## config.mk

```make
export PLATFORM = sky130hd
export DESIGN_NAME = wb_stage
export DESIGN_NICKNAME = d
export VERILOG_FILES = /design/src/rtl/cpu_pkg.sv /design/src/rtl/wb_md_fifo.sv /design/src/rtl/wb_stage.sv
export SDC_FILE = /design/constraint.sdc
export NUM_CORES = 1
export LEC_CHECK = 0
export ABC_AREA = 1
export CAP_MARGIN = 20
export CORE_ASPECT_RATIO = 0.7
export CORE_MARGIN = 1.5
export CORE_UTILIZATION = 35
export DETAILED_ROUTE_END_ITERATION = 8
export PLACE_DENSITY = 0.87
export SLEW_MARGIN = 20
export SYNTH_ARGS = -nofsm -noshare
export SYNTH_HDL_FRONTEND = slang
export SYNTH_SLANG_ARGS = --single-unit
```

## constraint.sdc

```tcl
create_clock -name clk -period 1.1 [get_ports clk]
set_input_delay 0.165 -clock clk [delete_from_list [all_inputs] [get_ports clk]]
set_output_delay 0.165 -clock clk [all_outputs]
set_load 0.005 [all_outputs]
```

## src/rtl/cpu_pkg.sv

```systemverilog
// Shared RV32 pipeline types: load funct3 encodings, opcodes, mul/div entry.
package cpu_pkg;

    typedef enum logic [2:0] {
        F3_LB  = 3'b000,
        F3_LH  = 3'b001,
        F3_LW  = 3'b010,
        F3_LBU = 3'b100,
        F3_LHU = 3'b101
    } load_f3_e;

    typedef enum logic [6:0] {
        OP_LOAD   = 7'b0000011,
        OP_STORE  = 7'b0100011,
        OP_OPIMM  = 7'b0010011,
        OP_OP     = 7'b0110011,
        OP_LUI    = 7'b0110111,
        OP_AUIPC  = 7'b0010111,
        OP_BRANCH = 7'b1100011,
        OP_JAL    = 7'b1101111,
        OP_JALR   = 7'b1100111
    } opcode_e;

    typedef struct packed {
        logic [4:0]  rd;
        logic [31:0] data;
    } md_entry_t;

    function automatic logic [31:0] load_format(
        input logic [2:0]  f3,
        input logic [1:0]  lo,
        input logic [31:0] rdata
    );
        logic [7:0]  b;
        logic [15:0] h;
        logic [31:0] r;
        case (lo)
            2'd0:    b = rdata[7:0];
            2'd1:    b = rdata[15:8];
            2'd2:    b = rdata[23:16];
            default: b = rdata[31:24];
        endcase
        h = lo[1] ? rdata[31:16] : rdata[15:0];
        case (f3)
            F3_LB:   r = {{24{b[7]}}, b};
            F3_LH:   r = {{16{h[15]}}, h};
            F3_LBU:  r = {24'd0, b};
            F3_LHU:  r = {16'd0, h};
            default: r = rdata;
        endcase
        return r;
    endfunction

endpackage

```

## src/rtl/wb_md_fifo.sv

```systemverilog
// Circular buffer of late mul/div results with per-entry valid,
// squash-by-rd and a pending-destination mask.
module wb_md_fifo
    import cpu_pkg::*;
#(
    parameter int DEPTH = 2
) (
    input  logic        clk,
    input  logic        rst_n,
    input  logic        push_i,
    input  logic [4:0]  push_rd_i,
    input  logic [31:0] push_data_i,
    input  logic        pop_i,
    input  logic        squash_i,
    input  logic [4:0]  squash_rd_i,
    output logic        head_valid_o,
    output logic [4:0]  head_rd_o,
    output logic [31:0] head_data_o,
    output logic        empty_o,
    output logic        ready_o,
    output logic [31:0] pend_mask_o
);

    localparam int PW = $clog2(DEPTH);
    localparam int CW = PW + 1;

    md_entry_t        mem_q [DEPTH];
    logic [DEPTH-1:0] vld_q, vld_d;
    logic [PW-1:0]    wr_q, rd_q;
    logic [CW-1:0]    cnt_q, cnt_d;
    logic             ready_q;

    always_comb begin
        vld_d = vld_q;
        for (int i = 0; i < DEPTH; i++) begin
            if (squash_i && mem_q[i].rd == squash_rd_i) begin
                vld_d[i] = 1'b0;
            end
        end
        if (pop_i) begin
            vld_d[rd_q] = 1'b0;
        end
        if (push_i) begin
            vld_d[wr_q] = 1'b1;
        end
    end

    assign cnt_d = cnt_q + CW'(push_i) - CW'(pop_i);

    always_ff @(posedge clk or negedge rst_n) begin
        if (!rst_n) begin
            vld_q   <= '0;
            wr_q    <= '0;
            rd_q    <= '0;
            cnt_q   <= '0;
            ready_q <= 1'b0;
        end else begin
            vld_q   <= vld_d;
            cnt_q   <= cnt_d;
            ready_q <= (cnt_d < CW'(DEPTH));
            if (push_i) begin
                wr_q <= wr_q + 1'b1;
            end
            if (pop_i) begin
                rd_q <= rd_q + 1'b1;
            end
        end
    end

    // Payload needs no reset: only entries with vld_q set are ever observed.
    always_ff @(posedge clk) begin
        if (push_i) begin
            mem_q[wr_q] <= '{rd: push_rd_i, data: push_data_i};
        end
    end

    always_comb begin
        pend_mask_o = '0;
        for (int i = 0; i < DEPTH; i++) begin
            if (vld_q[i]) begin
                pend_mask_o[mem_q[i].rd] = 1'b1;
            end
        end
    end

    assign head_valid_o = vld_q[rd_q];
    assign head_rd_o    = mem_q[rd_q].rd;
    assign head_data_o  = mem_q[rd_q].data;
    assign empty_o      = (cnt_q == '0);
    assign ready_o      = ready_q;

endmodule

```

## src/rtl/wb_stage.sv

```systemverilog
// Writeback stage: formats MEM results and merges buffered mul/div results.
// WB_MD_PORT_EN enables the mul/div port, buffer, pend_mask and stall logic.
module wb_stage
    import cpu_pkg::*;
#(
    parameter int MD_DEPTH   = 2,
    parameter int STARVE_MAX = 4
) (
    input  logic        clk,
    input  logic        rst_n,
    input  logic        mem_valid,
    input  logic        mem_reg_write,
    input  logic        mem_memtoreg,
    input  logic        mem_link,
    input  logic [4:0]  mem_rd,
    input  logic [2:0]  mem_funct3,
    input  logic [1:0]  mem_addr_lo,
    input  logic [31:0] mem_alu_result,
    input  logic [31:0] mem_rdata,
    input  logic [31:0] mem_pc_plus4,
    input  logic        md_valid,
    output logic        md_ready,
    input  logic [4:0]  md_rd,
    input  logic [31:0] md_result,
    output logic        reg_write,
    output logic [4:0]  rd_wb,
    output logic [31:0] wd,
    output logic [31:0] pend_mask,
    output logic        wb_stall
);

    logic        pipe_wr;
    logic [31:0] pipe_wd;
    logic        md_pop;
    logic        md_wr;
    logic [4:0]  md_head_rd;
    logic [31:0] md_head_data;
    logic        rw_d, rw_q;
    logic [4:0]  rd_d, rd_q;
    logic [31:0] wd_d, wd_q;

    assign pipe_wr = mem_valid && mem_reg_write;

    always_comb begin
        if (mem_link) begin
            pipe_wd = mem_pc_plus4;
        end else if (mem_memtoreg) begin
            pipe_wd = load_format(mem_funct3, mem_addr_lo, mem_rdata);
        end else begin
            pipe_wd = mem_alu_result;
        end
    end

    // x0 targets still consume the slot but never raise reg_write.
    always_comb begin
        rw_d = 1'b0;
        rd_d = '0;
        wd_d = '0;
        if (pipe_wr) begin
            if (mem_rd != 5'd0) begin
                rw_d = 1'b1;
                rd_d = mem_rd;
                wd_d = pipe_wd;
            end
        end else if (md_pop && md_wr) begin
            rw_d = 1'b1;
            rd_d = md_head_rd;
            wd_d = md_head_data;
        end
    end

    always_ff @(posedge clk or negedge rst_n) begin
        if (!rst_n) begin
            rw_q <= 1'b0;
            rd_q <= '0;
            wd_q <= '0;
        end else begin
            rw_q <= rw_d;
            rd_q <= rd_d;
            wd_q <= wd_d;
        end
    end

    assign reg_write = rw_q;
    assign rd_wb     = rd_q;
    assign wd        = wd_q;

`ifdef WB_MD_PORT_EN
    localparam int SW = $clog2(STARVE_MAX + 1);

    logic          md_push;
    logic          fifo_empty;
    logic          head_valid;
    logic          lose;
    logic [SW-1:0] starve_q, starve_d;
    logic          stall_q, stall_d;

    assign md_push = md_valid && md_ready;
    assign md_pop  = !fifo_empty && !pipe_wr;
    assign md_wr   = head_valid && (md_head_rd != 5'd0);
    assign lose    = !fifo_empty && pipe_wr;

    wb_md_fifo #(
        .DEPTH (MD_DEPTH)
    ) u_fifo (
        .clk          (clk),
        .rst_n        (rst_n),
        .push_i       (md_push),
        .push_rd_i    (md_rd),
        .push_data_i  (md_result),
        .pop_i        (md_pop),
        .squash_i     (pipe_wr && (mem_rd != 5'd0)),
        .squash_rd_i  (mem_rd),
        .head_valid_o (head_valid),
        .head_rd_o    (md_head_rd),
        .head_data_o  (md_head_data),
        .empty_o      (fifo_empty),
        .ready_o      (md_ready),
        .pend_mask_o  (pend_mask)
    );

    // The counter clears on the stall so the bubble is a single cycle.
    always_comb begin
        starve_d = '0;
        stall_d  = 1'b0;
        if (lose) begin
            if (starve_q == SW'(STARVE_MAX - 1)) begin
                stall_d = 1'b1;
            end else begin
                starve_d = starve_q + 1'b1;
            end
        end
    end

    always_ff @(posedge clk or negedge rst_n) begin
        if (!rst_n) begin
            starve_q <= '0;
            stall_q  <= 1'b0;
        end else begin
            starve_q <= starve_d;
            stall_q  <= stall_d;
        end
    end

    assign wb_stall = stall_q;
`else
    logic unused_md;
    assign unused_md = ^{md_valid, md_rd, md_result,
                         1'(MD_DEPTH), 1'(STARVE_MAX)};

    assign md_pop       = 1'b0;
    assign md_wr        = 1'b0;
    assign md_head_rd   = '0;
    assign md_head_data = '0;
    assign md_ready     = 1'b0;
    assign pend_mask    = '0;
    assign wb_stall     = 1'b0;
`endif

endmodule

```

After elaboration in Yosys (flattened, before gate mapping)
Index checks and enable logic that the tools add are counted.

cells by class
  $add $sub $neg = 0
  multiply operators = 0
  divide/modulo/power cells = 0
  $lt $le $gt $ge = 0
  eq/ne operators = 5
  shifts and indexed selects = 0
  multiplexer cells = 11
  bitwise gates (word level) = 0
  reductions and logical operators = 4

operators by type and width
  kind                                                 number
  two-way mux 32 bit                                   4
  case mux 32 bit (4 select lines)                     1
  case mux 8 bit (3 select lines)                      1
  two-way mux 16 bit                                   1
  two-way mux 5 bit                                    2
  equality test 3 bit, second input constant           2
  nonzero test 5 bit                                   1
  equality test 3 x 1 -> 1 bit, second input constant  1
  logical NOT 3 bit                                    1
  equality test 2 x 1 -> 1 bit, second input constant  1
  equality test 2 bit, second input constant           1
  logical NOT 2 bit                                    1
  two-way mux 1 bit                                    2
  logical AND 1 bit                                    1

word-level totals
  register bits = 38
  bits in latches = 0
  RAM bits = 0
  memory bits (read-only) = 0
  bits of input ports = 150
  output and inout port bits = 72
  logic and storage cells = 23
  memories kept = 0

Logic depth before layout (Yosys ltp)
Gate-level depths: netlist of the first run.

  depth after elaboration = 7
  depth in mapped cells = 9
  mapped depth without buffers = 8

Least setup slack after synthesis of the first run
Ideal clock, no wire load.

  kind = input-to-reg
  start = input mem_valid
  end = register wd_q[21], in the netlist wd[21]
  library setup time = 0.073 ns
  data arrival time = 0.964 ns
  required time = 1.027 ns
  path slack = 0.063 ns
  stages = 6
  path buffers = 1
  path through = nand2_1 o21bai_1 inv_1 clkbuf_1 o21ai_0 a21oi_2

on the way
  longest elaborated chain between the ends = 2

RTL lines
  element                 RTL line        RTL
  start: declaration      wb_stage.sv:11  input logic mem_valid,
  logical AND 1 bit       wb_stage.sv:42  assign pipe_wr = mem_valid && mem_reg_write;
  two-way mux 32 bit      wb_stage.sv:59  if (pipe_wr) begin
  named net wd_d[21]      wb_stage.sv:40  logic [31:0] wd_d, wd_q;
  end signal: assignment  wb_stage.sv:80  wd_q <= wd_d;
  end: declaration        wb_stage.sv:40

The timed path passes the listed nets, and every way through them passes these cells.

Worst setup path after layout of the first run
  start = register rw_q, in the netlist reg_write
  end = output reg_write

RTL lines
  element                   RTL line        RTL
  start: declaration        wb_stage.sv:38  logic rw_d, rw_q;
  start signal: assignment  wb_stage.sv:78  rw_q <= rw_d;
  end: declaration          wb_stage.sv:25  output logic reg_write,

No word-level cell between the ends.

==> out/results.ini, run 1 <==
[floorplanning]
die_y_um = 75.56
core-area_um2 = 7287
initial_utilization = 0.3613
rows = 26
pin_count = 222
dieArea_um2 = 8059
chipWidth_um = 106.7

[setup_path]
cp.depth = 1
path_buf_inv = 1
cp-endpoint = reg_write
critPathKind = register to output pin
cp_slowest_stage_delay_ns = 0.37
cp_top_family = flip-flops
critPathLaunchType = register
crit_path_max_fanout = 1
cp_slowest_cell = dfrtp_1
worstSetupEndpointType = output pin
crit_chain = dlygate4sd2_1
crit_start = reg_write
crit_arrival_ns = 0.93
cp_data_required_time_ns = 0.94

[synth]
synth_warnings = 0
ys_ff_latch = 38
synth_area_leaders = dfrtp_1 (36%), a21oi_1 (12%), buf_4 (10%)
synth.most_common_cell = a21oi_1
yosysTopAreaCellShare = 0.3612
synth_seq_area_share = 0.3612
syn_area_per_cell_um2 = 7.039
synth_commonest_cells = a21oi_1 (64), nand2_1 (60), nor2_1 (50), o21ai_0 (47), dfrtp_1 (38)
netlist_area_um2 = 2633
ys_types = 24
synth_flop_cell = dfrtp_1
netlist_instances = 374
synth_edf_count = 0
synth_top_cell_by_area = dfrtp_1
async_flop_share = 1.000

[drt]
wl_per_cell_um = 16.19
dr_total_vias = 3215
drt-total-wl_um = 10590
ant_nets = 0
route.detailed.drc = 0
drt_iter0_drc = 138
drt-pass1-iter-count = 5
drt-vias-per-instance = 4.916

[grt]
grt_pass1_wl_um = 15540
grt_max_degree = 32
grt_pass1_vias = 3118
grt-ovfl-total = 0
gr-usage-all-layers = 0.2520
antenna_found_initial = 1

[cells_and_area]
final_layout_size_suffix_gt1_frac = 0.2090
final_nets = 704
area_delta_synth_final_pct = 82.56

[clocking]
cts_buffers = 5
h-tree-depth = 2
clock-sinks = 38
clk_pin_slew_ns = 0.08
cts_tree = done
cts_buffer_depth = 2
root_buffer = clkbuf_8

[timing]
grt_setup_unrepaired = true
hold_violations = 0
max_freq_mhz = 916.5
hold-worst-slack_ns = 0.1313
fin_crit_ns = 1.091
min_period_over_period = 0.9919
drv_slew = 0
setup_violations = 0

[power]
peakVddDrop_v = 0.0004036
powerDensity_nw_per_um2 = 916.0
leakage_nw = 2.234
design_power_total_w = 0.004402

[run]
drv_cap = 0

[placement]
post-dp-hpwl_um = 7528
gp_congestion = 0.8952
io_buffers = 149

[status]
status = finished, final reports clean

[hold_path]
hold_class = input port to register

-- layout by cell type (no fill, tap or decap), types with 2 or more instances in the layout --
cell type	count
nand2_4	5
bufinv_16	2
nand3_1	3
o21ai_0	23
o21ai_2	5
a21oi_2	17
nand3_2	4
conb_1	34
dfrtp_1	38
a21oi_1	57
clkbuf_2	3
clkdlybuf4s50_1	93
inv_2	10
buf_6	5
buf_4	29
o21ai_4	2
nor2_4	2
nand2_2	6
inv_1	12
nor2_1	46
o21ai_1	18
buf_12	7
nand2_1	51
clkdlybuf4s15_1	31
clkbuf_8	6
dlymetal6s2s_1	2
dlygate4sd2_1	19
nand4_1	2
nand3b_1	7
nor2_2	3
nand3_4	2
inv_4	3
-- per-layer routing --
layer,global-route usage,up-vias,wire (um)
li1,-,1526,-
met1,0.3219,1489,4294
met2,0.4323,184,4987
met3,0.05475,16,1117
met4,0.08444,0,188
met5,0,-,0
-- worst min path at each step --
stage | start | depth (start not counted) | endpoint
floorplan | rst_n | 0 | rd_wb[0]
global placement | rst_n | 1 | wd[31]
detailed placement | rst_n | 1 | wd[31]
CTS | mem_rd[1] | 4 | rd_wb[1]
global route | mem_rd[0] | 3 | rd_wb[0]
finish | mem_rd[0] | 3 | rd_wb[0]
-- area by class of cell --
cell class,count,area [um^2]
Multi-Input combinational cell,291,1549
Inverter,25,101.3
Clock buffer,6,82.58
Tap cell,98,122.6
Antenna cell,1,2.502
Sequential cell,38,950.9
Clock inverter,2,60.06
Fill cell,608,2481
Timing Repair Buffer,193,1937
-- report_power, final --
group	leakage (nW)	switching, W	internal, W	total, W
Combinational	1.65	0.000656	0.000748	0.00140
Clock	0.0714	0.000546	0.000968	0.00151
Sequential	0.510	0.0000205	0.00146	0.00148
Total	2.23	0.00122	0.00318	0.00440
-- registers in the layout (all words and copies together) (netlist names) --
signal and cells:
reg_write 1, wd 32, rd_wb 5
-- cells by family (layout without fill, tap and decap cells) --
family	count (synthesis)	count (layout)	synth area share
buf+inv	80	226	0.1697
flops	38	38	0.3612
compound gates	125	125	0.2552
other cells	1	35	0.001424
simple gates	130	132	0.2125
-- per-stage QoR --
step	instance area, um^2	cells	util	worst slack (ns)	setup TNS [ns]
4_1_cts	4688	651	0.6434	0.0008952	0
6_report	4806	654	0.6595	0.008892	0
3_5_place_dp	4335	632	0.5950	-0.6394	-16.37
5_1_grt	4806	654	0.6595	-0.02207	-0.05646
2_1_floorplan	2756	407	-	0.06306	0
3_3_place_gp	4335	632	0.5950	-0.6232	-15.72
-- what timing repair did --
item / 4_1_cts / 5_1_grt
gates resized for setup: 99 / 78
pin swaps: 11 / 13
buffers inserted: 5 / 2
setup endpoints to repair: 70 / 53
hold buffers: 1 / 0
hold endpoints to repair: 14 / 0
cloned: 5 / 0
(Power assumes the default switching activity.)
==> run 2, diff against run 1 <==
--- a/config.mk
+++ b/config.mk
@@ -5,7 +5,6 @@
 export SDC_FILE = /design/constraint.sdc
 export NUM_CORES = 1
 export LEC_CHECK = 0
-export ABC_AREA = 1
 export CAP_MARGIN = 20
 export CORE_ASPECT_RATIO = 0.7
 export CORE_MARGIN = 1.5
==> out/results.ini, run 2 <==
[drt]
drt-vias-per-instance = 5.394
dr_total_vias = 3080
ant_nets = 0
drt-total-wl_um = 10570
drt_iter0_drc = 178
drt-pass1-iter-count = 7
route.detailed.drc = 0
wl_per_cell_um = 18.51

[synth]
synth_commonest_cells = dfrtp_1 (38), buf_4 (34), o221ai_1 (27), nand2_1 (24), a21oi_1 (23)
yosysTopAreaCellShare = 0.3593
synthSimpleGateAreaFrac = 0.1291
synth_xor_area_frac = 0
synth_edf_count = 0
async_flop_share = 1.000
synth_top_family_by_area = compound AO/OA/AOI/OAI gates
syn_area_per_cell_um2 = 9.032
ys_ff_latch = 38
synth_warnings = 0
ys_types = 36
synth_flop_cell = dfrtp_1
synthMuxAreaShare = 0.05485
synth_top_cell_by_area = dfrtp_1
netlist_area_um2 = 2646
synth-compound-area-share = 0.3012
synth_area_leaders = dfrtp_1 (36%), buf_4 (9.6%), o221ai_1 (8.9%)
netlist_instances = 293
synth.most_common_cell = dfrtp_1
synth_seq_area_share = 0.3593
synth_fa_ha_area_frac = 0

[floorplanning]
dieArea_um2 = 8100
die_y_um = 75.75
core-area_um2 = 7320
rows = 26
chipWidth_um = 106.9
initial_utilization = 0.3615
pin_count = 222

[placement]
post-dp-hpwl_um = 8027
place_inst = 551
gp_congestion = 0.8284
io_buffers = 149

[cells_and_area]
multi_input_comb_area_um2 = 1638
diodes = 0
final_layout_size_suffix_gt1_frac = 0.2347
largest_reg_flops = 32
seqCellArea_um2 = 950.9
nFillCells = 584
final_common_cell = clkdlybuf4s50_1
final_cells = 571
layout_common_cells = clkdlybuf4s50_1 (95), dfrtp_1 (38), conb_1 (34), clkdlybuf4s15_1 (34), buf_4 (30)
area_delta_synth_final_pct = 82.98
final_nets = 622

[setup_path]
cp_slowest_cell = mux4_2
critPathLaunchType = input port
worstSetupEndpointType = register
cp_top_family = multiplexers
critPathKind = input port to register
crit_start = mem_addr_lo[0]
cp_data_required_time_ns = 1.27
crit_arrival_ns = 1.64
cp_slowest_stage_delay_ns = 0.51
path_buf_inv = 3
crit_chain = buf_8, mux2_4, mux4_2, a211oi_4, buf_6, buf_12, a221oi_2
crit_path_max_fanout = 7

[timing]
max_freq_mhz = 677.4
grt_setup_unrepaired = true
final.setup.worst_slack_ns = -0.3761
min_period_over_period = 1.342
hold_violations = 0
setup_violations = 33
fin_crit_ns = 1.476
hold-worst-slack_ns = 0.1106
drv_slew = 0

[power]
peakVddDrop_v = 0.0004590
design_power_total_w = 0.003940
sw_frac_of_total = 0.2951
p_switching_w = 0.001163
p_comb_frac = 0.364
leakage_nw = 2.126
clockPowerShare = 0.260
p_seq_frac = 0.376
internal_power_w = 0.002778
powerDensity_nw_per_um2 = 813.8

[grt]
gr-usage-all-layers = 0.2581
grt_pass1_wl_um = 15670
antenna_found_initial = 0
grt_pass1_vias = 3149
grt-ovfl-total = 0
grt_max_degree = 39

[run]
drv_cap = 0

[clocking]
clk_pin_slew_ns = 0.08
cts_buffer_depth = 2
clock-sinks = 38
h-tree-depth = 2
cts_buffers = 5
cts_tree = done
root_buffer = clkbuf_8

[status]
violations = setup timing
status = finished with violations

[hold_path]
min_from = mem_rd[2]
hold_class = input port to register

[run 2: changes by cell type after synthesis, sizes merged, moves of 9 or more]
cell | before | now
a21oi | 75 | 23
nand2 | 62 | 24
nor2b | 0 | 9
o21ai | 48 | 10
nand2b | 0 | 14
mux2 | 0 | 10
a221oi | 0 | 14
nor2 | 51 | 1
inv | 25 | 11
o221ai | 0 | 27
[run 2: metal layers]
layer	GRT usage	vias up	part of all wire
li1	-	1383	-
met1	0.3096	1445	0.40
met2	0.4644	229	0.48
met3	0.06501	23	0.11
met4	0.08296	0	0.023
met5	0	-	0
[run 2: kinds of logic after synthesis]
kind of cell           after synthesis
AOI/OAI and AO/OA                  106
buffers and inverters               72
and+or+nand+nor                     64
DFF                                 38
muxes                               12
other                                1
[run 2: cell type report]
cell class | instances | share of cell area
Timing Repair Buffer | 197 | 0.4088
Multi-Input combinational cell | 216 | 0.3382
Sequential cell | 38 | 0.1964
Tap cell | 98 | 0.02532
Clock buffer | 7 | 0.01783
Inverter | 13 | 0.01085
Timing Repair inverter | 1 | 0.001550
Clock inverter | 1 | 0.001034
[run 2: final timing paths]
kind	cells after the start	slack [ns]	endpoint
setup / recovery	7	-0.38	wd[16]
hold / removal	2	0.11	rd_wb[2]
max in group asynchronous	3	0.52	wd[15]
min in group asynchronous	3	0.39	wd[2]
[run 2: power by group through the flow]
| stage | Combinational (W) | Clock, W | Sequential, W |
|---|---|---|---|
| 2_1_floorplan | 0.000582 | 0 | 0.00152 |
| 3_3_place_gp | 0.00132 | 0 | 0.00151 |
| 3_5_place_dp | 0.00135 | 0 | 0.00151 |
| 4_1_cts | 0.00139 | 0.00106 | 0.00148 |
| 5_1_grt | 0.00153 | 0.00113 | 0.00149 |
| 6_report | 0.00143 | 0.00103 | 0.00148 |
[run 2: what timing repair did]
action                                 in CTS  in global routing
pin swaps                                  11                  3
setup endpoints to repair                  71                 60
cloned                                      3                  0
hold buffers                                1                  0
endpoints found under the hold margin      38                  0
buffers inserted                            8                  0
resized for setup                         104                 37
[run 2: through the flow]
| step | setup slack (ns) | instance area (um^2) | TNS (ns) | util |
|---|---|---|---|---|
| after detailed placement | -1.162 | 4511 | -32.28 | 0.6162 |
| after floorplan | -0.4945 | 2943 | -11.85 | - |
| after global routing | -0.4090 | 4842 | -9.569 | 0.6615 |
| final | -0.3761 | 4842 | -9.011 | 0.6615 |
| after global placement | -1.113 | 4511 | -30.86 | 0.6162 |
| after CTS | -0.4088 | 4750 | -9.112 | 0.6489 |
==> run 3, diff against run 2 <==
--- a/config.mk
+++ b/config.mk
@@ -10,7 +10,7 @@
 export CORE_MARGIN = 1.5
 export CORE_UTILIZATION = 35
 export DETAILED_ROUTE_END_ITERATION = 8
-export PLACE_DENSITY = 0.87
+export PLACE_DENSITY = 0.94
 export SLEW_MARGIN = 20
 export SYNTH_ARGS = -nofsm -noshare
 export SYNTH_HDL_FRONTEND = slang
==> out/results.ini, run 3 (synthesis gave the netlist of run 2 again) <==
[status]
status = finished with violations
violations = setup timing

[setup_path]
cp_top_family = multiplexers
cp_slowest_stage_delay_ns = 0.51
worstSetupEndpointType = register
critPathLaunchType = input port
cp_slowest_cell = mux4_2
path_buf_inv = 2
critPathKind = input port to register
crit_arrival_ns = 1.63
crit_chain = buf_8, mux2_4, mux4_2, a211oi_4, buf_6, a221oi_2
cp_data_required_time_ns = 1.27
crit_path_max_fanout = 7

[floorplanning]
chipWidth_um = 106.9
core-area_um2 = 7320
rows = 26
pin_count = 222
initial_utilization = 0.3615
dieArea_um2 = 8100
die_y_um = 75.75

[power]
peakVddDrop_v = 0.0004366
leakage_nw = 2.123
design_power_total_w = 0.003976
powerDensity_nw_per_um2 = 819.4

[timing]
fin_crit_ns = 1.464
final.setup.worst_slack_ns = -0.3637
hold_violations = 0
setup_violations = 33
max_freq_mhz = 683.2
drv_slew = 0
grt_setup_unrepaired = true
min_period_over_period = 1.331

[grt]
grt_max_degree = 40
grt_pass1_wl_um = 16380
antenna_found_initial = 0
grt-ovfl-total = 0
gr-usage-all-layers = 0.2674
grt_pass1_vias = 3135

[drt]
drt-total-wl_um = 10920
dr_total_vias = 3119
drt_iter0_drc = 183
drt-pass1-iter-count = 5
ant_nets = 0
drt-vias-per-instance = 5.501
route.detailed.drc = 0
wl_per_cell_um = 19.25

[clocking]
cts_tree = done
clk_pin_slew_ns = 0.08
root_buffer = clkbuf_8
h-tree-depth = 2
cts_buffers = 5
clock-sinks = 38
cts_buffer_depth = 2

[cells_and_area]
layout_common_cells = clkdlybuf4s50_1 (95), dfrtp_1 (38), conb_1 (34)
largest_reg_flops = 32
final_layout_size_suffix_gt1_frac = 0.2559
nFillCells = 611
final_common_cell = clkdlybuf4s50_1
multi_input_comb_area_um2 = 1729
diodes = 0
final_nets = 618
seqCellArea_um2 = 950.9
area_delta_synth_final_pct = 83.36

[run]
drv_cap = 0

[placement]
post-dp-hpwl_um = 7893
pre_cts_ws_ns = -1.142
io_buffers = 149
gp_congestion = 0.8634

[hold_path]
hold_class = input port to register

run 3: cell count changes in the layout (fill, tap and decap cells not counted), sizes merged:
cell,change
dlygate4sd2,+10
clkdlybuf4s15,-7
buf,-5
dlymetal6s2s,-2
clkinv,+1
inv,-1
run 3: final cells by class:
cell class / instances / area share
repair inverters: 1 / 0.001547
well taps: 98 / 0.02527
multi-input cells: 216 / 0.3564
repair buffers: 193 / 0.3912
flip-flops and latches: 38 / 0.1960
clock buffers: 7 / 0.01779
clock inverters: 1 / 0.001031
inverters: 13 / 0.01083
run 3: power breakdown:
part / internal, W / switching, W
logic: 0.000805 / 0.000659
clock network: 0.000507 / 0.000525
registers: 0.00146 / 0.0000192
run 3: what timing repair did:
item                       CTS  global route
resized for setup          123            32
hold endpoints to repair    38             0
hold buffers                 1             0
pin swaps                   11             2
setup endpoints to repair   71            52
cloned                       2             0
buffers inserted             7             2
run 3: metrics by stage:
stage,hold WS (ns),cells,cell area (um^2),setup TNS (ns),util
2_1_floorplan,-0.1306,326,2943,-11.85,-
3_3_place_gp,0.1468,549,4483,-30.46,0.6125
3_5_place_dp,0.1491,549,4483,-31.69,0.6125
4_1_cts,0.1112,567,4771,-8.906,0.6518
5_1_grt,0.1152,567,4852,-10.48,0.6629
6_report,0.1128,567,4852,-9.555,0.6629
run 3: worst paths after layout:
kind                       slack (ns)        to  cells past startpoint           start
min in group asynchronous        0.38    wd[21]                      3           rst_n
max in group asynchronous        0.52    wd[23]                      3           rst_n
hold / removal                   0.11  rd_wb[2]                      2       mem_rd[2]
setup / recovery                -0.36    wd[21]                      6  mem_addr_lo[0]
run 3: metal layers:
layer  GRT usage  wire length [um]
met1      0.3228              4352
met2      0.4886              5335
met3     0.05902               986
met4     0.07852               242
met5           0                 0
